[src/rtl/mux_scan_sequencer.sv]
// Scan sequencer for the 1024:1 mux tree: sweeps a wrapping window of select
// values, samples the tree output once per select and packs the bits LSB-first into bytes.
module mux_scan_sequencer #(
  parameter int unsigned SEL_W = 10,
  parameter int unsigned CNT_W = 11
) (
  input  logic             clk,
  input  logic             rst,
  input  logic             start,
  input  logic             abort,
  input  logic [SEL_W-1:0] base_sel,
  input  logic [CNT_W-1:0] num_samples,
  output logic [SEL_W-1:0] sel,
  input  logic             mux_out,
  output logic [7:0]       byte_out,
  output logic             byte_valid,
  input  logic             byte_ready,
  output logic             busy,
  output logic             done
);

  typedef enum logic [1:0] {
    S_IDLE,
    S_SCAN,
    S_DRAIN,
    S_DONE
  } state_t;

  localparam int unsigned MAX_CNT_I = 1 << SEL_W;
  localparam logic [CNT_W-1:0] MAX_CNT = MAX_CNT_I[CNT_W-1:0];

  state_t           state_q, state_d;
  logic [SEL_W-1:0] sel_q, sel_d;
  logic [CNT_W-1:0] count_q, count_d;
  logic [CNT_W-1:0] idx_q, idx_d;
  logic [2:0]       bit_cnt_q, bit_cnt_d;
  logic [7:0]       shreg_q, shreg_d;
  logic [7:0]       byte_out_q, byte_out_d;
  logic             byte_valid_q, byte_valid_d;

  logic             accept;
  logic [CNT_W-1:0] idx_next;
  logic             last_sample;
  logic             completes;
  logic             allow;
  logic [7:0]       sample_byte;

  always_ff @(posedge clk or posedge rst) begin
    if (rst) begin
      state_q      <= S_IDLE;
      sel_q        <= '0;
      count_q      <= '0;
      idx_q        <= '0;
      bit_cnt_q    <= '0;
      shreg_q      <= '0;
      byte_out_q   <= '0;
      byte_valid_q <= 1'b0;
    end else begin
      state_q      <= state_d;
      sel_q        <= sel_d;
      count_q      <= count_d;
      idx_q        <= idx_d;
      bit_cnt_q    <= bit_cnt_d;
      shreg_q      <= shreg_d;
      byte_out_q   <= byte_out_d;
      byte_valid_q <= byte_valid_d;
    end
  end

  always_comb begin
    state_d      = state_q;
    sel_d        = sel_q;
    count_d      = count_q;
    idx_d        = idx_q;
    bit_cnt_d    = bit_cnt_q;
    shreg_d      = shreg_q;
    byte_out_d   = byte_out_q;
    byte_valid_d = byte_valid_q;

    accept      = byte_valid_q && byte_ready;
    idx_next    = idx_q + CNT_W'(1);
    last_sample = (idx_next == count_q);
    completes   = (bit_cnt_q == 3'd7) || last_sample;
    sample_byte = shreg_q | (8'(mux_out) << bit_cnt_q);
    // A completing sample may only proceed if the output register frees up this edge.
    allow       = !(completes && byte_valid_q && !byte_ready);

    if (accept) begin
      byte_valid_d = 1'b0;
    end

    case (state_q)
      S_IDLE: begin
        if (start) begin
          if (num_samples == '0) begin
            state_d = S_DONE;
          end else begin
            count_d   = (num_samples > MAX_CNT) ? MAX_CNT : num_samples;
            sel_d     = base_sel;
            idx_d     = '0;
            bit_cnt_d = '0;
            shreg_d   = '0;
            state_d   = S_SCAN;
          end
        end
      end
      S_SCAN: begin
        if (allow) begin
          idx_d = idx_next;
          if (completes) begin
            byte_out_d   = sample_byte;
            byte_valid_d = 1'b1;
            shreg_d      = '0;
            bit_cnt_d    = '0;
          end else begin
            shreg_d   = sample_byte;
            bit_cnt_d = bit_cnt_q + 3'd1;
          end
          if (last_sample) begin
            state_d = S_DRAIN;
          end else begin
            sel_d = sel_q + SEL_W'(1);
          end
        end
      end
      S_DRAIN: begin
        if (accept) begin
          state_d = S_DONE;
        end
      end
      S_DONE: begin
        state_d = S_IDLE;
      end
      default: begin
        state_d = S_IDLE;
      end
    endcase

    if (abort) begin
      state_d      = S_IDLE;
      sel_d        = sel_q;
      count_d      = '0;
      idx_d        = '0;
      bit_cnt_d    = '0;
      shreg_d      = '0;
      byte_valid_d = 1'b0;
    end
  end

  assign sel        = sel_q;
  assign byte_out   = byte_out_q;
  assign byte_valid = byte_valid_q;
  assign busy       = (state_q == S_SCAN) || (state_q == S_DRAIN);
  assign done       = (state_q == S_DONE);

endmodule

[config.mk]
export PLATFORM = sky130hd
export DESIGN_NAME = mux_scan_sequencer
export DESIGN_NICKNAME = d
export VERILOG_FILES = /design/src/rtl/mux_scan_sequencer.sv
export SDC_FILE = /design/constraint.sdc
export NUM_CORES = 1
export LEC_CHECK = 0
export CORE_MARGIN = 2
export CORE_UTILIZATION = 40
export DETAILED_ROUTE_END_ITERATION = 6
export DONT_BUFFER_PORTS = 1
export SYNTH_ARGS = -nofsm -noshare
export SYNTH_HDL_FRONTEND = slang
export SYNTH_SLANG_ARGS = --single-unit
[constraint.sdc]
create_clock -name clk -period 3.05 [get_ports clk]
set_clock_uncertainty 0.2 [all_clocks]
set_input_delay 0.305 -clock clk [delete_from_list [all_inputs] [get_ports clk]]
set_output_delay 0.305 -clock clk [all_outputs]
set_load 0.02 [all_outputs]
Word level (Yosys, flattened, before mapping) --
Index checks and enable logic that the tools add are counted. Widths: inputs -> output; s select.
Storage, ports and cells: flip-flop bits (word level) 54, input port bits 27
Operators by class: add/subtract/negate cells 3, $lt $le $gt $ge 1, equality and inequality tests 15, shift operators 1, muxes and demuxes 39, bitwise gates (word level) 3, reduce and logical (&&, ||, !) cells 17
Operator list (count):
- $mux 11 | 9
- $mux 10 | 4
- $mux 8 | 5
- $pmux 11 s2 | 1
- $pmux 10 s2 | 1
- $pmux 8 s2 | 1
- $mux 3 | 5
- $ne 3x3->1 const B | 5
- $mux 2 | 6
- $add 11x1->11 const B | 1
- $eq 11x11->1 | 1
- $gt 11x11->1 const B | 1
- $logic_not 11->1 | 1
- $add 10x1->10 const B | 1
- $ne 2x2->1 const B | 5
- $or 8x8->8 | 1
- $pmux 2 s4 | 1
- $reduce_and 4->1 | 2
- $shl 1x3->8 | 1
- $pmux 3 s2 | 1
- $reduce_and 3->1 | 2
- $reduce_and 6->1 | 1
- $reduce_bool 2->1 | 3
- $mux 1 | 5
- other kinds (10) | 15

Logic depth before layout (Yosys ltp) --
Gate-level depths: netlist of the first run.
depth in word-level cells 8, mapped depth 12, depth with buffers taken out 9

Least setup slack after synthesis of the first run --
Ideal clock, no wire load.
kind reg-to-reg, start point register idx_q[1], end point register sel_q[4] (netlist: sel[4]), setup time 0.126 ns, data arrival time 2.417 ns, required time 2.724 ns, setup slack 0.307 ns, stages on the path, launching flop included 11, cell sequence dfrtp_1 -> ha_1 -> clkbuf_1 -> and3_1 -> nand2_1 -> o311a_1 -> a21oi_1 -> a21o_2 -> buf_6 -> nor3_1 -> a311o_1
On the way: cells in the longest elaborated chain, start to end 7
RTL lines:
- from (decl) | line 35 | logic [CNT_W-1:0] idx_q, idx_d;
- from (signal assigned) | line 62 | idx_q <= idx_d;
- $add 11x1->11 (*) | line 81 | idx_next = idx_q + CNT_W'(1);
- $eq 11x11->1 (*) | line 82 | last_sample = (idx_next == count_q);
- $logic_or 1x1->1 | line 83 | completes = (bit_cnt_q == 3'd7) || last_sample;
- $logic_and 1x1->1 (2 in a row) | line 86 | allow = !(completes && byte_valid_q && !byte_ready);
- $ne 2x2->1 (no line)
- $reduce_and 6->1 (no line) (*)
- to (signal assigned) | line 60 | sel_q <= sel_d;
- to (decl) | line 33 | logic [SEL_W-1:0] sel_q, sel_d;
Every way passes the cells marked *; elsewhere a longest branch is shown, timed or not. A chain may end at the register's enable or synchronous reset.

Worst setup path in the final report of the first run --
Ends and elaborated chain as after synthesis.

==> key figures, run 1 <==
Logic synthesis
  – Number of unique standard cell types used by synthesis: 63
  – Most common flop cell mapped by yosys: sky130_fd_sc_hd__dfrtp_1
  – Seq/Total Area, Yosys: 39.6%
  – Count of mapped cells out of synthesis: 375
  – Post-synthesis async set-or-reset flop share: 100%
  – Most numerous cell in the Yosys netlist: sky130_fd_sc_hd__dfrtp_1
  – Mean area per synthesized cell: 9.09 µm²
  – Share of Yosys cell area claimed by the top area cell type: 39.6%
  – Largest area contributor in the synthesized netlist: sky130_fd_sc_hd__dfrtp_1
  – Leading cell types by count after synthesis: 54 x sky130_fd_sc_hd__dfrtp_1, 31 x sky130_fd_sc_hd__inv_1, 28 x sky130_fd_sc_hd__nor2_1, 21 x sky130_fd_sc_hd__nand2_1, 19 x sky130_fd_sc_hd__nand3_1
  – Number of warnings issued by yosys: 0
  – Synthesized Nets: 410
  – Flip-flop and latch count after synthesis: 54
  – Leading post-synthesis cells by cell area: sky130_fd_sc_hd__dfrtp_1 40%, sky130_fd_sc_hd__mux2i_1 3.5%, sky130_fd_sc_hd__inv_1 3.4%
  – Post-synth EDFFs: 0
  – Post-synthesis instance area: 3410 µm²

Setup path
  – First element of the critical path: idx_q[1]$_DFFE_PP0P_
  – Setup crit start kind: flip-flop
  – Category of the critical setup timing path: flip-flop to flip-flop
  – Cells along the critical path: ha_2 > nand3_1 > o221ai_1 > o311a_1 > a21oi_1 > buf_4 > a21o_2 > or3_1 > a311o_1
  – Signal arrival time at the worst endpoint: 2.91 ns
  – Cell with the biggest individual delay on the critical path: sky130_fd_sc_hd__dfrtp_1
  – CP Capture Type: flip-flop
  – Required time reported for the critical path endpoint: 3.06 ns
  – Launch instance of the worst register-to-register path: idx_q[1]$_DFFE_PP0P_
  – Maximum fanout count along the critical path: 15
  – Buffer and inverter count on the worst path: 1
  – Highest cell delay on the worst timing path: 0.45 ns
  – Cell family with the largest share of critical-path delay: compound AO/OA/AOI/OAI gates

Placed design
  – GP Congestion: 0.820
  – Detailed Place HPWL: 5.76 mm
  – Number of I/O port buffers: 0
  – Number of placed cells counting well taps: 472

Job
  – Max cap viols: 0

Timing
  – Fmax: 0.345 GHz
  – Final Critical Period: 2.90 ns
  – Slew margin rel.: 29.2%
  – Setup-violating endpoint count in the final report: 0
  – Setup repair after global routing missed its margin: no
  – Final period utilization: 95.1%
  – Slew of the pin with the lowest slew margin: 1.05 ns
  – Final setup TNS: 0 ns
  – Number of failing hold endpoints at the final stage: 0
  – Number of pins exceeding their max-slew limit in the final report: 0

Clock network
  – Maximum level of the CTS H-tree: 2
  – Number of clock sinks: 54
  – Clk_lat worst skew: 0.31 ns
  – CTS tree: done
  – Register clock-pin slew on the reported worst setup and hold paths: 0.11 ns
  – Cts bufs inserted: 5
  – Clk Tree Root Cell: sky130_fd_sc_hd__clkbuf_8
  – Setup fix buffers added after clock tree synthesis: 0
  – Maximum buffer depth of the clock tree: 2

Routing
  – Via density per instance: 5.86
  – Detailed-route DRC error count: 0
  – Routed wire length: 8.27 mm
  – Number of antenna-violating nets in the routed design: 0
  – Wire length per cell: 16.6 µm
  – Via total after detailed routing: 2,920
  – First-pass iteration count of the detailed router: 4
  – Starting DRC count in detailed routing: 243

Floorplan
  – Ports placed on the boundary: 48
  – Full die area: 9280 µm²
  – Vertical extent of the die: 96.3 µm
  – Horizontal die dimension: 96.3 µm
  – Number of placement rows: 33
  – Area of the placeable core: 8260 µm²
  – Initial Util: 41.3%

GRT
  – Tot GR Track Use: 19.3%
  – Global route total overflow: 0
  – Vias in the first global route: 2,776
  – Wire length of the first global-routing pass: 14.0 mm
  – Initial antenna violation count: 0
  – Maximum number of pins on one net before global-route repair: 28

Pwr
  – Combinational group share of total power: 40.0%
  – Switching Share: 42.4%
  – VDD IR-drop max: 0.548 mV
  – Leakage component of the power: 1.57 nW
  – Switch Pwr: 1.15 mW
  – Part of the power in registers: 40.8%
  – Internal power summed over all cells: 1.57 mW
  – Clock share of power: 19.2%
  – Total power density per cell area: 702 nW/µm²

Hold path
  – Worst min-delay path startpoint: base_sel[9]
  – Min-delay worst type: input pin to flip-flop

Layout
  – Antenna diode instance count: 0
  – Non-Filler Instances: 498
  – Relative area change from synthesis to final layout: 13.8%
  – Fraction of final layout cells sized beyond drive strength 1: 10.4%
  – Final net count: 427

Status
  – Run status: finished, final reports clean
routing by layer:
metal	GRT usage (%)	share of wire (%)
met2	29.1	45
met3	3.45	5.6
met1	28.6	48
met4	4.69	0.91
met5	0	0
registers in the layout (all words and copies together), names as in the netlist:
register / flops
bit_cnt_q: 3
byte_out: 8
byte_valid: 1
count_q: 11
idx_q: 11
sel: 10
shreg_q: 8
state_q: 2
power groups by stage:
stage / registers (mW) / logic (mW) / clock network [mW]
after floorplan: 1.07 / 0.840 / 0
after global placement: 1.12 / 1.04 / 0
after detailed placement: 1.13 / 1.06 / 0
after CTS: 1.11 / 1.08 / 0.538
after global routing: 1.14 / 1.22 / 0.568
final: 1.11 / 1.09 / 0.523
path summary, 6_finish.rpt:
| check | to | slack (ns) | cells after the start |
|---|---|---|---|
| hold reg to reg | shreg_q[0]$_DFFE_PP0P_ | 0.31 | 2 |
| max in group asynchronous | idx_q[1]$_DFFE_PP0P_ | 2.06 | 3 |
| min in group asynchronous | byte_out[7]$_DFFE_PP0P_ | 0.30 | 3 |
| setup reg to reg | sel[4]$_DFFE_PP0P_ | 0.15 | 9 |
| hold / removal | sel[9]$_DFFE_PP0P_ | 0.03 | 3 |
| setup / recovery | sel[4]$_DFFE_PP0P_ | 0.15 | 9 |
what timing repair did:
action | CTS | global route
hold buffers | 18 | 0
gates resized for setup | 0 | 1
endpoints found under the hold margin | 73 | 0
setup endpoints to repair | 0 | 20
tightest hold or removal path: cells and delay by family:
family           cells  cell delay [ns]
and+or+nand+nor      3             0.21
cell type report:
class / count / area, µm²
Fill cell: 803 / 4380
Inverter: 31 / 116
Multi-Input combinational cell: 266 / 1840
Tap cell: 105 / 131
Clock inverter: 2 / 38.8
Clock buffer: 6 / 82.6
Timing Repair Buffer: 34 / 325
Sequential cell: 54 / 1350
placed cells by master, fill, tap and decap left out, drive strengths merged, types with 4 or more instances in the layout:
master       Yosys  layout
and2            15      15
o211ai          16      16
ha               8       8
mux2i           12      12
buf              7      16
nor4             5       5
a22o            10      10
a21oi           17      17
clkbuf          17       6
dlygate4sd3      0      18
nand4            6       6
or3              9       9
and3             5       5
nand3           20      20
a31oi           15      15
nor2            28      28
or2              4       4
inv             31      32
xnor2           11      11
dfrtp           54      54
nor3             4       4
a22oi            6       6
nand2           21      21
o21ai            6       6
through the flow:
stage / setup slack [ns] / total power, mW / utilization, % / cell area, µm² / hold slack, ns
final: 0.150 / 2.72 / 47.0 / 3880 / 0.0250
after global routing: 0.000729 / 2.93 / 47.0 / 3880 / 0.0338
after CTS: 0.0883 / 2.73 / 47.0 / 3880 / 0.0166
after detailed placement: 0.0959 / 2.18 / 43.3 / 3580 / 0.0876
after global placement: 0.178 / 2.16 / 43.3 / 3580 / 0.0820
after floorplan: 0.307 / 1.91 / - / 3410 / 0.238
logic make-up (layout without fill, tap and decap cells):
logic type	Yosys count	after routing	share of synthesized area [%]
fa+ha+maj	8	8	2.94
xor+xnor	14	14	4.00
buf+inv	55	73	6.61
compound gates	104	104	23.2
simple gates	128	128	20.1
mux	12	12	3.52
flops	54	54	39.6
Note: power is estimated with default switching activity, not from simulation.
==> run 2, diff against run 1 <==
--- a/config.mk
+++ b/config.mk
@@ -5,6 +5,7 @@
 export SDC_FILE = /design/constraint.sdc
 export NUM_CORES = 1
 export LEC_CHECK = 0
+export CORE_ASPECT_RATIO = 0.8
 export CORE_MARGIN = 2
 export CORE_UTILIZATION = 40
 export DETAILED_ROUTE_END_ITERATION = 6
==> key figures, run 2 (synthesized netlist as in run 1, its figures left out) <==
Setup path
  – Setup crit start kind: flip-flop
  – Cell family with the largest share of critical-path delay: simple AND/OR/NAND/NOR gates
  – Cell with the biggest individual delay on the critical path: sky130_fd_sc_hd__or4_4
  – Required time reported for the critical path endpoint: 3.05 ns
  – Cells along the critical path: nand4_2 > or4_4 > xnor2_1 > o2111a_2 > a21o_2 > or3_1 > a311o_1
  – First element of the critical path: idx_q[3]$_DFFE_PP0P_
  – Signal arrival time at the worst endpoint: 2.87 ns
  – Buffer and inverter count on the worst path: 0
  – Category of the critical setup timing path: flip-flop to flip-flop
  – Launch instance of the worst register-to-register path: idx_q[3]$_DFFE_PP0P_
  – Highest cell delay on the worst timing path: 0.54 ns
  – CP Capture Type: flip-flop
  – R2R setup slack: 0.18 ns
  – Maximum fanout count along the critical path: 15

Layout
  – Commonest non-fill, non-tap cell in the layout: sky130_fd_sc_hd__dfrtp_1
  – Fraction of final layout cells sized beyond drive strength 1: 10.5%
  – Final design utilization: 46.4%
  – Final net count: 426
  – Non-Filler Instances: 504
  – Number of filler cells placed in the layout: 787
  – Top library cells by usage in the layout, fill and taps aside: 53 x sky130_fd_sc_hd__dfrtp_1, 30 x sky130_fd_sc_hd__inv_1, 28 x sky130_fd_sc_hd__nor2_1
  – Area taken by flip-flops and latches: 1350 µm²
  – Area occupied by multi-input gates: 1850 µm²
  – Antenna diode instance count: 0
  – Relative area change from synthesis to final layout: 13.9%

Status
  – Run status: finished, final reports clean

GRT
  – Global route total overflow: 0
  – Maximum number of pins on one net before global-route repair: 55
  – Tot GR Track Use: 18.4%
  – Vias in the first global route: 2,829
  – Initial antenna violation count: 0
  – Wire length of the first global-routing pass: 13.8 mm

Timing
  – Final setup TNS: 0 ns
  – Final Critical Period: 2.87 ns
  – Number of pins exceeding their max-slew limit in the final report: 0
  – Number of failing hold endpoints at the final stage: 0
  – Slew margin rel.: 31.7%
  – Fmax: 0.348 GHz
  – Slew of the pin with the lowest slew margin: 1.02 ns
  – Final period utilization: 94.3%
  – Setup-violating endpoint count in the final report: 0
  – Setup repair after global routing missed its margin: no

Routing
  – Number of antenna-violating nets in the routed design: 0
  – Via total after detailed routing: 2,909
  – Starting DRC count in detailed routing: 195
  – Wire length per cell: 16.1 µm
  – Detailed-route DRC error count: 0
  – Via density per instance: 5.77
  – First-pass iteration count of the detailed router: 4
  – Routed wire length: 8.14 mm

Job
  – Max cap viols: 0

Clock network
  – Register clock-pin slew on the reported worst setup and hold paths: 0.11 ns
  – Maximum buffer depth of the clock tree: 2
  – Maximum level of the CTS H-tree: 2
  – Clk_lat worst skew: 0.31 ns
  – Clk Tree Root Cell: sky130_fd_sc_hd__clkbuf_8
  – Cts bufs inserted: 5
  – CTS tree: done
  – Number of clock sinks: 54

Floorplan
  – Ports placed on the boundary: 48
  – Vertical extent of the die: 86.6 µm
  – Number of placement rows: 30
  – Horizontal die dimension: 107 µm
  – Initial Util: 40.7%
  – Full die area: 9280 µm²
  – Area of the placeable core: 8370 µm²

Hold path
  – Min-delay worst type: input pin to flip-flop
  – Worst min-delay path startpoint: base_sel[1]

Pwr
  – VDD IR-drop max: 0.459 mV
  – Total power density per cell area: 701 nW/µm²
  – Leakage component of the power: 1.56 nW

Placed design
  – Number of I/O port buffers: 0
  – GP Congestion: 0.839
  – Detailed Place HPWL: 5.72 mm
  – Number of placed cells counting well taps: 477
[run 2: changes by cell type in the layout (fill, tap and decap cells not counted), sizes merged]
cell	previous run	this run
clkbuf	6	5
buf	16	15
clkinv	0	1
[run 2: worst paths after layout]
kind | endpoint | cells after the start
max reg2reg | sel[4]$_DFFE_PP0P_ | 7
min | sel[1]$_DFFE_PP0P_ | 2
min reg2reg | shreg_q[0]$_DFFE_PP0P_ | 2
max in group asynchronous | idx_q[0]$_DFFE_PP0P_ | 3
max | sel[4]$_DFFE_PP0P_ | 7
min in group asynchronous | sel[0]$_DFFE_PP0P_ | 3
[run 2: final cells by class]
| class | count | share of cell area, % |
|---|---|---|
| clock buffers | 5 | 1.77 |
| clock inverters | 3 | 1.22 |
| inverters | 31 | 3.00 |
| multi-input cells | 266 | 47.7 |
| flip-flops and latches | 54 | 34.8 |
| well taps | 112 | 3.61 |
| repair buffers | 33 | 7.86 |
[run 2: routing by layer]
metal / vias up / track usage, % / wire [µm] / share of wire, %
met5: - / 0 / 0 / 0
met4: 0 / 3.54 / 51 / 0.63
met3: 4 / 3.68 / 402 / 4.9
met2: 68 / 28.1 / 3680 / 45
met1: 1432 / 27.1 / 4000 / 49
li1: 1405 / - / - / -
[run 2: through the flow]
stage | power (mW) | setup slack, ns | instance area (µm²) | hold slack (ns)
after floorplan | 1.91 | 0.307 | 3410 | 0.238
after global placement | 2.15 | 0.135 | 3550 | 0.174
after detailed placement | 2.17 | 0.0547 | 3550 | 0.175
after CTS | 2.71 | 0.0312 | 3840 | 0.00621
after global routing | 2.91 | 0.0447 | 3880 | 0.0233
final | 2.72 | 0.175 | 3880 | 0.0105
[run 2: power breakdown]
part	switching (mW)	internal (mW)	leakage, nW	total [mW]
combinational	0.639	0.453	0.778	1.09
sequential	0.276	0.848	0.719	1.12
clock	0.255	0.249	0.0587	0.505
[run 2: timing repair]
action | in CTS | in global routing
resized for setup | 0 | 4
hold buffers | 18 | 0
setup buffers | 0 | 1
endpoints found under the setup margin | 0 | 34
hold endpoints to repair | 72 | 0
